## config.mk

```make
export PLATFORM = sky130hd
export DESIGN_NAME = zbus_arb
export DESIGN_NICKNAME = d
export VERILOG_FILES = /design/src/rtl/zbus_arb.sv
export SDC_FILE = /design/constraint.sdc
export NUM_CORES = 1
export LEC_CHECK = 0
export BUFFER_PORTS_ARGS = -buffer_cell sky130_fd_sc_hd__buf_4
export CORE_ASPECT_RATIO = 1.2
export CORE_MARGIN = 4
export CORE_UTILIZATION = 41
export CTS_CLUSTER_DIAMETER = 200
export DETAILED_ROUTE_END_ITERATION = 8
export PLACE_DENSITY = 0.9
export SLEW_MARGIN = 20
export SYNTH_ARGS = -nofsm -noshare
export SYNTH_HDL_FRONTEND = slang
export SYNTH_SLANG_ARGS = --single-unit
```

## constraint.sdc

```tcl
create_clock -name clk -period 3.3 [get_ports clk]
set_input_delay 0 -clock clk [delete_from_list [all_inputs] [get_ports clk]]
set_output_delay 0 -clock clk [all_outputs]
set_load 0.005 [all_outputs]
```

## src/rtl/zbus_arb.sv

```systemverilog
// zbus_arb: round-robin arbiter sharing one zbus output port among RN requesters (burst locking when ZBUS_ARB_BURST_EN is defined)
module zbus_arb #(
    parameter int BW  = 8,
    parameter int RN  = 4,
    parameter int BL  = 4,
    parameter int RNL = $clog2(RN),
    parameter int BLL = (BL > 1) ? $clog2(BL) : 1
) (
    input  logic             clk,
    input  logic             rst,
    input  logic [RN-1:0]    zi_vld,
    input  logic [RN*BW-1:0] zi_bus,
    output logic [RN-1:0]    zi_ack,
    output logic             zo_vld,
    output logic [BW-1:0]    zo_bus,
    output logic [RNL-1:0]   zo_sel,
    input  logic             zo_ack
);
    typedef enum logic {IDLE, BUSY} state_t;
    state_t state_q, state_d;
    logic [RNL-1:0] gnt_q, gnt_d, ptr_q, ptr_d, nxt_ptr, pick;
    logic trn, last, rel, go;
`ifdef ZBUS_ARB_BURST_EN
    logic [BLL-1:0] cnt_q, cnt_d;
`else
    logic [BLL-1:0] unused_bl;
    assign unused_bl = BLL'(BL);
`endif

    function automatic logic [RNL-1:0] rr_pick(input logic [RN-1:0] v, input logic [RNL-1:0] s);
        int idx;
        rr_pick = s;
        for (int i = RN - 1; i >= 0; i--) begin
            idx = (int'(s) + i) % RN;
            if (v[idx]) rr_pick = RNL'(idx);
        end
    endfunction

    // Mux the granted requester onto the output port and decide whether the grant is released
    always_comb begin
        zo_sel  = gnt_q;
        zo_bus  = zi_bus[int'(gnt_q)*BW +: BW];
        zo_vld  = (state_q == BUSY) && zi_vld[gnt_q];
        zi_ack  = (state_q == BUSY) ? (RN'(zo_ack) << gnt_q) : '0;
        trn     = zo_vld & zo_ack;
`ifdef ZBUS_ARB_BURST_EN
        last    = cnt_q == BLL'(BL - 1);
`else
        last    = 1'b1;
`endif
        rel     = (state_q == BUSY) && (!zi_vld[gnt_q] || (trn && last));
        nxt_ptr = rel ? ((int'(gnt_q) == RN - 1) ? '0 : gnt_q + 1'b1) : ptr_q;
        pick    = rr_pick(zi_vld, nxt_ptr);
    end

    // Next grant: re-arbitrate from IDLE or on release, using the already-advanced pointer
    always_comb begin
        go      = (state_q == IDLE) || rel;
        state_d = go ? ((|zi_vld) ? BUSY : IDLE) : state_q;
        gnt_d   = (go && (|zi_vld)) ? pick : gnt_q;
        ptr_d   = nxt_ptr;
`ifdef ZBUS_ARB_BURST_EN
        cnt_d   = go ? '0 : cnt_q + BLL'(trn);
`endif
    end

    // State registers
    always_ff @(posedge clk or posedge rst) begin
        if (rst) begin
            state_q <= IDLE;
            gnt_q   <= '0;
            ptr_q   <= '0;
`ifdef ZBUS_ARB_BURST_EN
            cnt_q   <= '0;
`endif
        end else begin
            state_q <= state_d;
            gnt_q   <= gnt_d;
            ptr_q   <= ptr_d;
`ifdef ZBUS_ARB_BURST_EN
            cnt_q   <= cnt_d;
`endif
        end
    end
endmodule

```

Word-level counts from Yosys, hierarchy flattened
Index checks and enable logic that the tools add are counted.
W data, S select, Z words.

word-level totals
  register bits = 5
  word-level logic and storage cells = 51

operators by class
  $add $sub $neg = 4
  $lt $le $gt $ge = 5
  equality and inequality tests = 1
  shift-type cells = 2
  muxes and demuxes = 21
  bitwise operators = 5
  reductions and logical operators = 10

operators with widths
  cell                   number
  $shiftx A32 B6 Y8      1
  $lt A3 B4 Y1 const B   3
  $mux W2                6
  $bmux W1 S2            5
  $mux W1                9
  $lt A2 B3 Y1 const B   2
  $reduce_or A2 Y1       3
  $add A2 B1 Y2 const B  2
  $add A2 B2 Y2 const B  2
  $mux W4                1
  $reduce_or A4 Y1       1
  $shl A1 B2 Y4          1
  $and A1 B1 Y1 const A  3
  $logic_and A1 B1 Y1    3
  $eq A2 B1 Y1 const B   1
  $logic_or A1 B1 Y1     2
  $and A1 B1 Y1          1
  $logic_not A1 Y1       1
  $not A1 Y1             1

Depth between registers and ports, before layout
  depth in word-level cells = 17
  gate-level depth with buffers = 8
  gate-level depth less buffers = 7

Least setup slack after synthesis
OpenSTA, ideal clock, no wires.

  path type = register -> register
  from = register gnt_q[0], in the netlist zo_sel[0]
  to = register gnt_q[0], in the netlist zo_sel[0]
  library setup time = 0.126 ns
  arrival = 1.867 ns
  data required time = 3.174 ns
  path slack = 1.307 ns
  cell stages (with the launch flop) = 9
  path buffers = 1
  clock period less this slack = 1.993 ns
  cells stage by stage = dfrtp_1 > buf_2 > or2_1 > o221ai_2 > mux2i_2 > inv_2 > a211oi_2 > nor4_1 > a221o_1

on the way
  longest elaborated chain between the ends = 15
  elaborated cells on any way between the ends = 31

RTL lines
  element                                     RTL line  text
  start: declaration                          21        logic [RNL-1:0] gnt_q, gnt_d, ptr_q, ptr_d, nxt_ptr, pick;
  start signal: assignment                    78        gnt_q <= gnt_d;
  $bmux W1 S2                                 43, 51
  $mux W1 (not written as such)               43, 51
  $logic_and A1 B1 Y1                         43        zo_vld = (state_q == BUSY) && zi_vld[gnt_q];
  $and A1 B1 Y1                               45        trn = zo_vld & zo_ack;
  $logic_or A1 B1 Y1                          51        rel = (state_q == BUSY) && (!zi_vld[gnt_q] || (trn && last));
  $logic_and A1 B1 Y1                         51
  $mux W2 (*)                                 52        nxt_ptr = rel ? ((int'(gnt_q) == RN - 1) ? '0 : gnt_q + 1'b1) : ptr_q;
  named net nxt_ptr[1]                        21
  $add A2 B2 Y2                               34        idx = (int'(s) + i) % RN;
  $bmux W1 S2                                 35        if (v[idx]) rr_pick = RNL'(idx);
  $mux W1 (not written as such) (2 in a row)  35
  $mux W2 (3 in a row)                        35
  $mux W2 (*)                                 35

Mark *: on every way through the listed nets, which the timed path passes. The rest lies on a longest branch. The select of a mux whose other input is x is not followed.
A chain may end at the register's enable or synchronous reset.

Final worst setup path
Same ends and word-level chain as after synthesis.

==> reports/results.tsv <==
metric	value	unit
root buffer cell	clkbuf_4	
Worst Setup Start Kind	register	
post-route insts no fill	132	
FF/Latch Area	125	um2
leakage power	0.518	nW
post-cts resize count	0	
status	complete, no violations	
crit-path cells	nand2b_1 > o221ai_2 > mux2i_2 > inv_2 > a211oi_2 > nor4_1 > a221o_1	
Routed Antenna Nets	0	
Worst VDD drop	0.510	mV
share of cells above drive strength 1	65.2	%
Core Region	0.00150	mm2
max_cap viols	0	
Layout Nets	156	
Starting Density	44.7	%
CP max-delay cell	dfrtp_1	
Ports	54	
FF-to-FF path depth	7	
ranking of synthesized cells by instance count	mux4_2, dfrtp_1, inv_1	
Post-Syn Nets	100	
die height	52.3	um
vias in the first global route	743	
PwrDens	719	mW/mm2
Synth cell types	33	
setup repair bufs after CTS	0	
dominant cell type by area after synthesis	mux4_2	
Hold Vio Cnt, Final	0	
largest net degree at the start of global routing	20	
min cycle time layout	2.38	ns
number of enable flip-flop cells after synthesis	0	
Max Freq	420	MHz
max-slew violation count	0	
worst min path class	in -> reg	
Tot Pwr	0.797	mW
clock tree buffer depth	2	
count leader, synth	mux4_2	
Reg clk slew, reported paths	0.05	ns
total CTS buffers	3	
CTS H-tree depth	1	
delay-heaviest family, CP	flip-flops	
period utilisation layout	72.1	%
Buf/Inv on CP	1	
Yosys reg bits	5	
via count	749	
TritonCTS Sinks	5	
placed cell area	0.00107	mm2
DRT Pass-1 Iters	4	
grt ovf	0	
placed cell count	127	
GP Congestion	0.842	
Cell Area, Synth	672	um2
Worst-Skew Late Latency	0.26	ns
Primary FF master, synth	dfrtp_1	
DRT iter0 DRCs	7	
Setup TNS Final	0	ns
first-pass GRT wire length	3350	um
clock skew	0.00361	ns
# port buffers	53	
worst slew pin tran	0.837	ns
final instance area	0.00111	mm2
post-layout util	73.9	%
Core Rows	15	
synthesized netlist cell count	60	
Worst Path Required	3.44	ns
Residual DRC	0	
most area-consuming cells after synthesis	mux4_2, dfrtp_1, mux2i_4	
CP arrival	2.52	ns
chip width	45.0	um
Slew HR	44.2	%
Hold WS	0.0670	ns
Vias per Instance	5.67	
fill count	120	
Total Routing Usage GR	20.6	%
RSZ-0062 raised after global routing	no	
die area	0.00235	mm2
crit-path max FO	19	
TritonCTS clock tree	done	
top-area cell type share of the netlist area	30.2	%
hold depth	3	
total area of multi-input combinational cells	495	um2
Layout area overhead	65.2	%
final wirelength	2270	um
slowest stage delay, CP	0.88	ns
Setup WS post-layout	0.921	ns
Routed WL per cell	17.2	um
CP Capture Type	register	
mean area per synthesized cell	11.2	um2
Setup CP Type	reg -> reg	
critical path depth	7	
antenna diode instance count	0	
HPWL after DPL	1780	um
Post-synth ARST share	100	%
initial antenna violation count	0	
Seq/Total Area, Yosys	18.6	%
synth warn	0	
final setup vio count	0	
pre-CTS setup slack	0.906	ns
## sequential cells by signal, summed over array words and instances, names as in the netlist
name     count
ptr_q        2
state_q      1
zo_sel       2
## area by class of cell
class | count | share of cell area (%)
Inverter | 7 | 2.37
Tap cell | 17 | 1.92
Clock buffer | 4 | 2.37
Multi-Input combinational cell | 44 | 44.6
Timing Repair Buffer | 55 | 37.4
Sequential cell | 5 | 11.3
## final timing paths
check	startpoint	end	slack (ns)
max	zo_sel[0]	zo_sel[0]	0.92
min in group asynchronous	rst	zo_sel[1]	0.21
min	zi_vld[3]	zo_sel[1]	0.07
max in group asynchronous	rst	ptr_q[0]	2.90
min reg2reg	ptr_q[1]	ptr_q[1]	0.57
max reg2reg	zo_sel[0]	zo_sel[0]	0.92
## power breakdown
| group | internal (mW) | total [mW] | leakage [nW] | switching, mW |
|---|---|---|---|---|
| clock | 0.0463 | 0.0804 | 0.0150 | 0.0341 |
| combinational | 0.335 | 0.559 | 0.446 | 0.224 |
| sequential | 0.0870 | 0.159 | 0.0570 | 0.0715 |
## metal layers
metal	GRT usage, %	part of all wire (%)	vias up
met5	0	0	-
met4	12.2	1.9	0
met3	7.22	5.4	4
met2	35.8	60	24
met1	20.4	33	375
li1	-	-	346
## cells in the final DEF, fill, tap and decap left out, drive strengths merged, types with 2 or more instances in the layout
cell,synthesis,final
mux2i,4,4
mux4,9,9
nor3,3,3
nand2,4,4
a211oi,4,4
clkbuf,1,4
dfrtp,5,5
nor2,2,2
o21ai,4,4
buf,3,54
inv,7,7
## kinds of logic (layout without fill, tap and decap cells)
family	Yosys count	in the layout	share of synthesized area [%]
AOI/OAI and AO/OA	14	14	19.7
adders and majority gates	1	1	1.86
buffers and inverters	11	66	7.64
DFF	5	5	18.6
muxes	13	13	38.5
and+or+nand+nor	16	16	13.6
## worst min-delay path, cell delays in order
cell      delay, ns
buf_4          0.13
o21ai_1        0.08
o311ai_1       0.07
## repair_timing
item | CTS | global route
hold buffers | 1 | 0
endpoints found under the hold margin | 5 | 0
setup endpoints to repair | 0 | 0
No activity file was read; power rests on OpenSTA's default activity.
